[config.mk]
export PLATFORM = sky130hd
export DESIGN_NAME = cancel_ack_feeder
export DESIGN_NICKNAME = d
export VERILOG_FILES = /design/src/rtl/cancel_pkg.sv /design/src/rtl/cancel_fifo.sv /design/src/rtl/cancel_ack_feeder.sv
export SDC_FILE = /design/constraint.sdc
export NUM_CORES = 1
export LEC_CHECK = 0
export CORE_ASPECT_RATIO = 0.7
export CORE_MARGIN = 2
export CORE_UTILIZATION = 35
export CTS_CLUSTER_SIZE = 20
export DETAILED_ROUTE_END_ITERATION = 16
export PLACE_DENSITY = 0.63
export RECOVER_POWER = 25
export SLEW_MARGIN = 40
export SYNTH_ARGS = -nofsm -noshare
export SYNTH_HDL_FRONTEND = slang
export SYNTH_SLANG_ARGS = --single-unit
export TNS_END_PERCENT = 1
[constraint.sdc]
create_clock -name clk -period 5.1 [get_ports clk]
set_input_delay 0.765 -clock clk [delete_from_list [all_inputs] [get_ports clk]]
set_output_delay 0.765 -clock clk [all_outputs]
set_load 0.01 [all_outputs]
[src/rtl/cancel_pkg.sv]
// Shared types for the cancel-ack feeder: entry layout, issue FSM states and
// the saturating adder used when CANCEL_COALESCE_EN merges same-client acks.
package cancel_pkg;

  localparam int CANCEL_CLIENT_W = 5;
  localparam int CANCEL_AMT_W    = 32;

  typedef struct packed {
    logic [CANCEL_CLIENT_W-1:0] client_id;
    logic [CANCEL_AMT_W-1:0]    amount;
  } cancel_entry_t;

  typedef enum logic [1:0] {
    ST_IDLE  = 2'd0,
    ST_ISSUE = 2'd1,
    ST_GAP   = 2'd2
  } feeder_state_e;

  function automatic logic [CANCEL_AMT_W-1:0] sat_add(
    input logic [CANCEL_AMT_W-1:0] a,
    input logic [CANCEL_AMT_W-1:0] b
  );
    logic [CANCEL_AMT_W:0] sum;
    sum = {1'b0, a} + {1'b0, b};
    return sum[CANCEL_AMT_W] ? {CANCEL_AMT_W{1'b1}} : sum[CANCEL_AMT_W-1:0];
  endfunction

endpackage

[src/rtl/cancel_fifo.sv]
// Synchronous FIFO of cancel entries with wrap-bit pointers. When
// CANCEL_COALESCE_EN is defined it also exposes a tail read/rewrite port.
module cancel_fifo
  import cancel_pkg::*;
#(
  parameter int DEPTH = 8
) (
  input  logic                    clk,
  input  logic                    rst_n,
`ifdef CANCEL_COALESCE_EN
  input  logic                    i_tail_wr,
  input  logic [CANCEL_AMT_W-1:0] i_tail_amount,
  output cancel_entry_t           o_tail,
  output logic                    o_single,
`endif
  input  logic                    i_push,
  input  cancel_entry_t           i_push_data,
  input  logic                    i_pop,
  output cancel_entry_t           o_head,
  output logic                    o_empty,
  output logic                    o_full,
  output logic [$clog2(DEPTH):0]  o_count
);

  localparam int AW = $clog2(DEPTH);
  localparam int CW = AW + 1;

  cancel_entry_t r_mem [DEPTH];
  logic [CW-1:0] r_wr_ptr;
  logic [CW-1:0] r_rd_ptr;
  logic [CW-1:0] r_count;
  logic [AW-1:0] w_wr_idx;
  logic [AW-1:0] w_rd_idx;

  assign w_wr_idx = r_wr_ptr[AW-1:0];
  assign w_rd_idx = r_rd_ptr[AW-1:0];
  assign o_head   = r_mem[w_rd_idx];
  assign o_empty  = (r_wr_ptr == r_rd_ptr);
  assign o_full   = (w_wr_idx == w_rd_idx) && (r_wr_ptr[AW] != r_rd_ptr[AW]);
  assign o_count  = r_count;

`ifdef CANCEL_COALESCE_EN
  logic [AW-1:0] w_tail_idx;
  assign w_tail_idx = w_wr_idx - AW'(1);
  assign o_tail     = r_mem[w_tail_idx];
  assign o_single   = (r_count == CW'(1));
`endif

  // Pointer and fill-level bookkeeping.
  always_ff @(posedge clk or negedge rst_n) begin
    if (!rst_n) begin
      r_wr_ptr <= CW'(0);
      r_rd_ptr <= CW'(0);
      r_count  <= CW'(0);
    end else begin
      if (i_push) r_wr_ptr <= r_wr_ptr + CW'(1);
      if (i_pop)  r_rd_ptr <= r_rd_ptr + CW'(1);
      case ({i_push, i_pop})
        2'b10:   r_count <= r_count + CW'(1);
        2'b01:   r_count <= r_count - CW'(1);
        default: r_count <= r_count;
      endcase
    end
  end

  // Entry storage; a merge only rewrites the amount of the tail slot.
  always_ff @(posedge clk or negedge rst_n) begin
    if (!rst_n) begin
      for (int i = 0; i < DEPTH; i++) r_mem[i] <= {$bits(cancel_entry_t){1'b0}};
    end else if (i_push) begin
      r_mem[w_wr_idx] <= i_push_data;
`ifdef CANCEL_COALESCE_EN
    end else if (i_tail_wr) begin
      r_mem[w_tail_idx].amount <= i_tail_amount;
`endif
    end
  end

endmodule

[src/rtl/cancel_ack_feeder.sv]
// Filters and buffers exchange cancel acks, then issues one registered update
// per cycle with a bubble between same-client updates. Optional CANCEL_COALESCE_EN.
module cancel_ack_feeder
  import cancel_pkg::*;
#(
  parameter int DEPTH    = 8,
  parameter int CLIENT_W = CANCEL_CLIENT_W,
  parameter int AMT_W    = CANCEL_AMT_W
) (
  input  logic                   clk,
  input  logic                   rst_n,
  input  logic                   in_valid,
  output logic                   in_ready,
  input  logic [CLIENT_W-1:0]    in_client_id,
  input  logic [AMT_W-1:0]       in_amount,
  input  logic                   in_reject,
  output logic                   ack,
  output logic [CLIENT_W-1:0]    client_id,
  output logic [AMT_W-1:0]       amount,
  output logic [$clog2(DEPTH):0] occupancy,
  output logic [15:0]            drop_cnt
);

  cancel_entry_t w_in_entry;
  cancel_entry_t w_head;
  feeder_state_e r_state;
  feeder_state_e w_next_state;
  logic w_accept;
  logic w_drop;
  logic w_store;
  logic w_merge;
  logic w_push;
  logic w_pop;
  logic w_empty;
  logic w_full;
  logic r_ack;
  logic r_last_valid;
  logic [CLIENT_W-1:0] r_client_id;
  logic [AMT_W-1:0]    r_amount;
  logic [15:0]         r_drop_cnt;

  assign w_in_entry = '{client_id: in_client_id, amount: in_amount};
  assign in_ready   = !w_full;
  assign w_accept   = in_valid && in_ready;
  assign w_drop     = w_accept && (in_reject || (in_amount == {AMT_W{1'b0}}));
  assign w_store    = w_accept && !w_drop;
  assign w_push     = w_store && !w_merge;

`ifdef CANCEL_COALESCE_EN
  cancel_entry_t     w_tail;
  logic              w_single;
  logic [AMT_W-1:0]  w_tail_amount;
  // The tail may only absorb the new ack if it is not leaving this cycle.
  assign w_merge       = w_store && !w_empty && (w_tail.client_id == in_client_id)
                         && !(w_pop && w_single);
  assign w_tail_amount = sat_add(w_tail.amount, in_amount);
`else
  assign w_merge = 1'b0;
`endif

  cancel_fifo #(.DEPTH(DEPTH)) u_fifo (
    .clk          (clk),
    .rst_n        (rst_n),
`ifdef CANCEL_COALESCE_EN
    .i_tail_wr    (w_merge),
    .i_tail_amount(w_tail_amount),
    .o_tail       (w_tail),
    .o_single     (w_single),
`endif
    .i_push       (w_push),
    .i_push_data  (w_in_entry),
    .i_pop        (w_pop),
    .o_head       (w_head),
    .o_empty      (w_empty),
    .o_full       (w_full),
    .o_count      (occupancy)
  );

  // Issue FSM: an entry is popped on every edge that enters ISSUE.
  always_comb begin
    w_next_state = r_state;
    case (r_state)
      ST_IDLE: begin
        if (!w_empty) w_next_state = ST_ISSUE;
        else          w_next_state = ST_IDLE;
      end
      ST_ISSUE: begin
        if (w_empty)                                              w_next_state = ST_IDLE;
        else if (r_last_valid && (w_head.client_id == r_client_id)) w_next_state = ST_GAP;
        else                                                      w_next_state = ST_ISSUE;
      end
      ST_GAP: begin
        if (w_empty) w_next_state = ST_IDLE;
        else         w_next_state = ST_ISSUE;
      end
      default: w_next_state = ST_IDLE;
    endcase
    w_pop = (w_next_state == ST_ISSUE);
  end

  // State, update strobe, held update payload and drop counter.
  always_ff @(posedge clk or negedge rst_n) begin
    if (!rst_n) begin
      r_state      <= ST_IDLE;
      r_ack        <= 1'b0;
      r_last_valid <= 1'b0;
      r_client_id  <= {CLIENT_W{1'b0}};
      r_amount     <= {AMT_W{1'b0}};
      r_drop_cnt   <= 16'h0000;
    end else begin
      r_state <= w_next_state;
      r_ack   <= w_pop;
      if (w_pop) begin
        r_client_id  <= w_head.client_id;
        r_amount     <= w_head.amount;
        r_last_valid <= 1'b1;
      end
      if (w_drop && (r_drop_cnt != 16'hFFFF)) r_drop_cnt <= r_drop_cnt + 16'd1;
    end
  end

  assign ack       = r_ack;
  assign client_id = r_client_id;
  assign amount    = r_amount;
  assign drop_cnt  = r_drop_cnt;

endmodule
### Word-level counts from Yosys, hierarchy flattened

Index checks and enable logic that the tools add are counted.

* bits in registers: 365
* word-level logic and storage cells: 70
* bits of input ports: 41

* magnitude comparators: 3
* muxes and demuxes: 11
* reductions and logical operators: 14
* bitwise operators: 2
* add/sub/neg operators: 5
* eq/ne operators: 10

Operators by type and width (number)
* 296-bit bitwise mux: 1
* 37-bit binary-select mux with 3-bit select: 1
* 37-bit demux with 3-bit select: 1
* 37-bit two-way mux: 3
* 32-bit zero test: 1
* 16-bit by 1-bit adder with 16-bit output (second input constant): 1
* 16-bit inequality test (second input constant): 1
* 4-bit by 1-bit adder with 4-bit output (second input constant): 3
* 4-bit greater-or-equal comparator (second input constant): 2
* 3-bit NOT with 4-bit output: 2
* 4-bit one-hot mux with 2 select lines: 1
* 1-bit logical AND: 7
* 2-bit by 1-bit equality test with 1-bit output (second input constant): 3
* 5-bit equality test: 1
* 2-bit equality test (second input constant): 2
* 4-bit equality test: 1
* 4-bit by 1-bit < comparator with 1-bit output (second input constant): 1
* 2-bit two-way mux: 2
* 2-bit one-hot mux with 2 select lines: 1
* 4-bit by 1-bit subtractor with 4-bit output (second input constant): 1
* 3-bit equality test: 1
* 1-bit zero test: 2
* 2-bit zero test: 1
* 2-bit nonzero test: 1
* other kinds (4): 4

### Depth between registers and ports, before layout

* word-level depth: 12
* depth in mapped cells: 15
* depth with buffers taken out: 12

### Modules after synthesis

Synthesis repeated with hierarchy kept, for this count alone.

* cells, all modules: 1000
* area, all modules: 16505.8 sq um

Modules (own cells, without submodules)
* cancel_fifo: area an instance 14005.9 sq um, times used 1, seq. area each 7707.4 sq um, cells an instance 820
* cancel_ack_feeder: area an instance 2499.9 sq um, times used 1, seq. area each 1426.4 sq um, cells an instance 180

### Worst setup path after synthesis

Ideal clock, no wire load.

* path type: flip-flop to flip-flop
* start: register u_fifo.r_rd_ptr[0]
* end: register u_fifo.r_count[3], in the netlist u_fifo.o_count[3]
* arrival time: 3.092 ns
* path slack: 1.883 ns
* clock period less this slack: 3.217 ns
* path buffers: 2
* stages on the path, launching flop included: 15
* path through: dfrtp_1 buf_6 buf_12 mux2i_1 mux4_2 xnor2_1 nor4_4 a21oi_1 ha_1 ha_1 a21o_1 a21oi_1 xnor2_1 nor2_1 xor2_1

* longest elaborated chain between the ends: 12
* elaborated cells between the ends (all ways): 23
* those cells by class: 6 x eq/ne; 8 x mux; 1 x bitwise; 8 x reduce/logical

RTL lines
* start, declared: RTL line cancel_fifo.sv:30 `logic [CW-1:0] r_rd_ptr;`
* start signal, assigned: RTL line cancel_fifo.sv:57 `if (i_pop) r_rd_ptr <= r_rd_ptr + CW'(1);`
* 3-bit NOT with 4-bit output (implied by the code): RTL line cancel_fifo.sv:37 `assign o_head = r_mem[w_rd_idx];`
* 37-bit binary-select mux with 3-bit select: RTL line cancel_fifo.sv:37
* 37-bit two-way mux (implied by the code) (2 in series): RTL line cancel_fifo.sv:37
* 5-bit equality test: RTL line cancel_ack_feeder.sv:89 `else if (r_last_valid && (w_head.client_id == r_client_id)) w_next_state = ST_GAP;`
* 1-bit logical AND: RTL line cancel_ack_feeder.sv:89
* 2-bit two-way mux: RTL line cancel_ack_feeder.sv:89
* 2-bit two-way mux: RTL line cancel_ack_feeder.sv:88 `if (w_empty) w_next_state = ST_IDLE;`
* 2-bit one-hot mux with 2 select lines (*): RTL line cancel_ack_feeder.sv:82 `case (r_state)`
* 2-bit by 1-bit equality test with 1-bit output (*): RTL line cancel_ack_feeder.sv:98 `w_pop = (w_next_state == ST_ISSUE);`
* via u_fifo.i_pop: RTL line cancel_fifo.sv:18 `input logic i_pop,`
* 2-bit by 1-bit equality test with 1-bit output or 2-bit equality test (tied branches): RTL line cancel_fifo.sv:58 `case ({i_push, i_pop})`
* 4-bit one-hot mux with 2 select lines or 2-bit nonzero test (tied branches)
* end signal, assigned: RTL line cancel_fifo.sv:59 `2'b10: r_count <= r_count + CW'(1);`
* end signal, assigned: RTL line cancel_fifo.sv:60 `2'b01: r_count <= r_count - CW'(1);`
* end signal, assigned: RTL line cancel_fifo.sv:61 `default: r_count <= r_count;`
* end, declared: RTL line cancel_fifo.sv:31 `logic [CW-1:0] r_count;`

The timed path passes the listed nets; every way through them passes the cells marked *. The select of a mux whose other input is x is not followed.
A chain may end at the register's enable or synchronous reset.

### Worst setup path after layout

* start: register u_fifo.r_rd_ptr[2]
* end: register u_fifo.r_count[3], in the netlist u_fifo.o_count[3]

Same word-level chain as after synthesis.

==> run_results.csv <==
group,metric,value,unit
logic_synthesis,synth_flop_cell,"dfrtp_1",
power,switching_power,4.16,mW
logic_synthesis,yosysTopAreaCellShare,0.549,
logic_synthesis,syn_nets,1065,
power,leakagePower,8.79,nW
clock_network,clk_latency,560,ps
sta,setup_ws,1360,ps
cells_and_area,syn2layout_area_growth,18.4,%
routing,totalWireLength,37200,um
critical_path,cp_num_buf_inv,0,
clock_network,htree_levels,2,
clock_network,numCtsBuffers,39,
power,p_int,9.61,mW
logic_synthesis,synth_top_cells_by_count,"dfrtp_1, mux2_2, mux2_4",
sta,fin_crit,3740,ps
sta,skew,27.8,ps
sta,maxSlewViolCount,83,
critical_path,end_kind,"flop",
routing,drtPass1Iterations,4,
logic_synthesis,synthArstFlopShare,1.00,
power,powerDensity,699,nW/um^2
global_routing,overflow,0,
routing,wl_per_cell,21.2,um
power,pwr-share-clk,0.218,
global_routing,grt_pass1_vias,9625,
placement,gp_congestion,0.742,
power,ir_drop,0.387,mV
power,combPwrFrac,0.408,
sta,setup_tns,0,ps
routing,drtIter0Drc,396,
placement,placedCellCount,1685,
critical_path,crit_path_max_fanout,25,
cells_and_area,antenna_cells,0,
sta,final.period_utilization,0.734,
clock_network,cts.repair.resized,0,
logic_synthesis,synth_most_common_cell,"dfrtp_1",
sta,grt_setup_unrepaired,"false",
placement,pre_cts_ws,860,ps
floorplan,dieArea,49300,sq um
routing,drc_errors,0,
cells_and_area,drive_above_1_share,0.472,
logic_synthesis,syn-cell-area,16600,sq um
sta,timing.hold.ws,303,ps
power,power,13.8,mW
clock_network,cts_tree,"done",
outcome,failed_checks,"capacitance limit, slew limit",
logic_synthesis,yosysSeqAreaShare,0.549,
global_routing,antenna_found_initial,3,
critical_path,cp_data_required_time,5530,ps
cells_and_area,fillers,4132,
floorplan,die_h,186,um
routing,viasPerCell,5.13,
logic_synthesis,syn-mean-instance-area,16.4,sq um
cells_and_area,fin_util,0.422,
global_routing,grt_pass1_wl,59300,um
logic_synthesis,synth_top_cell_by_area,"dfrtp_1",
logic_synthesis,ys_seq_elements,365,
global_routing,grt_max_degree,99,
placement,hpwlAfterDp,22500,um
critical_path,path_cells,"mux4_2 > mux2i_1 > xnor2_1 > nor4_4 > a21oi_1 > ha_1 > ha_1 > a21o_1 > a21oi_1 > xnor2_1 > nor2_1 > xor2_1",
logic_synthesis,ys_top_cells_by_area,"dfrtp_1, mux2_2, mux4_2, mux2_4, xnor2_1",
floorplan,die_width,265,um
floorplan,start_util,0.357,
critical_path,arrival,4170,ps
sta,max-slew-margin-rel,-0.358,
power,pwr-share-seq,0.374,
sta,setup_viol,0,
logic_synthesis,synthCells,1017,
clock_network,root_buffer,"clkbuf_16",
cells_and_area,design_area,19700,sq um
critical_path,slowest_stage,"dfrtp_2",
placement,dpl-instance-area,18400,sq um
critical_path,max_stage_delay,870,ps
sta,hold_viol_final,0,
routing,antenna_left,0,
critical_path,critPathTopFamily,"flip-flops",
min_path,worstHoldPathType,"in2async",
clock_network,cts.clk_slew.worst_paths,70,ps
critical_path,path_class,"reg2reg",
clock_network,post_cts_buffers,0,
critical_path,setup.worst_path.start_class,"flop",
sta,worst_pin_slew,2040,ps
sta,max_freq,267,MHz
global_routing,grtUsageTotal,0.154,
floorplan,rows,66,
placement,io_buffers,99,
outcome,status,"complete, but fails checks",
logic_synthesis,synth_edf_count,0,
cells_and_area,nets,1162,
logic_synthesis,synth_warnings,0,
floorplan,ios,100,
logic_synthesis,synth.distinct_cells,43,
clock_network,clock_sinks,365,
cells_and_area,final_cells,1756,
floorplan,core,46700,sq um
clock_network,ctsHoldBuffers,0,
power,netSwitchingFraction,0.302,
job,drv_cap,1,
routing,vias,9012,
clock_network,ctsLongestPathBuffers,3,
[flip-flops by register name (all words and copies together), names as in the netlist]
register         count
ack                  1
u_fifo.o_count       4
u_fifo.r_rd_ptr      4
amount              32
u_fifo.r_wr_ptr      4
r_last_valid         1
drop_cnt            16
r_state              2
u_fifo.r_mem       296
client_id            5
[metal layers]
metal  share of wire  up-vias  global-route usage
li1                -     3966                   -
met1            0.49     4855               0.227
met2            0.45      133               0.236
met3           0.040       52              0.0290
met4           0.018        6              0.0339
met5         0.00099        -                   0
[power groups by stage]
stage	registers (mW)	logic (mW)	clock network, mW
detailed placement	5.18	5.71	0
global placement	5.13	5.59	0
floorplan	4.91	4.44	0
global route	5.33	6.05	3.21
finish	5.15	5.61	3.00
CTS	5.15	5.73	3.09
[layout make-up]
| cell class | instances | area, sq um | area share |
|---|---|---|---|
| Sequential cell | 365 | 9140 | 0.464 |
| Multi-Input combinational cell | 574 | 7090 | 0.360 |
| Timing Repair Buffer | 125 | 1310 | 0.0665 |
| Clock buffer | 52 | 1080 | 0.0551 |
| Tap cell | 612 | 766 | 0.0389 |
| Clock inverter | 19 | 270 | 0.0137 |
| Inverter | 9 | 33.8 | 0.00172 |
[worst register-to-register path: cells and delay by family, from the launching register on]
| family | cells | cell delay [ps] |
|---|---|---|
| DFF | 1 | 870 |
| muxes | 2 | 710 |
| adders and majority gates | 2 | 570 |
| AOI/OAI and AO/OA | 3 | 560 |
| and+or+nand+nor | 2 | 470 |
| xor gates and xnor gates | 3 | 430 |
[path summary, 6_finish.rpt]
kind                       slack [ps]                 to  cells past startpoint               start
min in group clk                  450         r_state[1]                      1          r_state[1]
hold reg to reg                   450         r_state[1]                      1          r_state[1]
max in group asynchronous        2490  u_fifo.r_mem[118]                      3               rst_n
setup reg to reg                 1360  u_fifo.o_count[3]                     12  u_fifo.r_rd_ptr[2]
setup / recovery                 1360  u_fifo.o_count[3]                     12  u_fifo.r_rd_ptr[2]
hold / removal                    300          amount[1]                      2               rst_n
[kinds of logic after synthesis]
logic type,Yosys count,synth area share
AO/OA/AOI/OAI,14,0.00586
XOR/XNOR,33,0.0174
adder cells (fa/ha/maj),7,0.00571
buffers and inverters,78,0.0253
flip-flops,365,0.549
multiplexers,444,0.370
AND/OR/NAND/NOR,76,0.0270
[cells in the final DEF, fill, tap and decap left out, drive strengths merged, types with 7 or more instances in the layout]
cell type,Yosys,routed
dfrtp,365,365
mux2,362,362
clkdlybuf4s50,0,98
mux4,73,73
clkbuf,28,54
buf,41,25
nand2,22,22
xnor2,21,21
xor2,12,12
nor4,12,12
inv,9,11
nor2,10,10
clkinv,0,10
mux2i,9,9
nand4,8,8
nand3,7,7
Note: power is estimated with default switching activity, not from simulation.
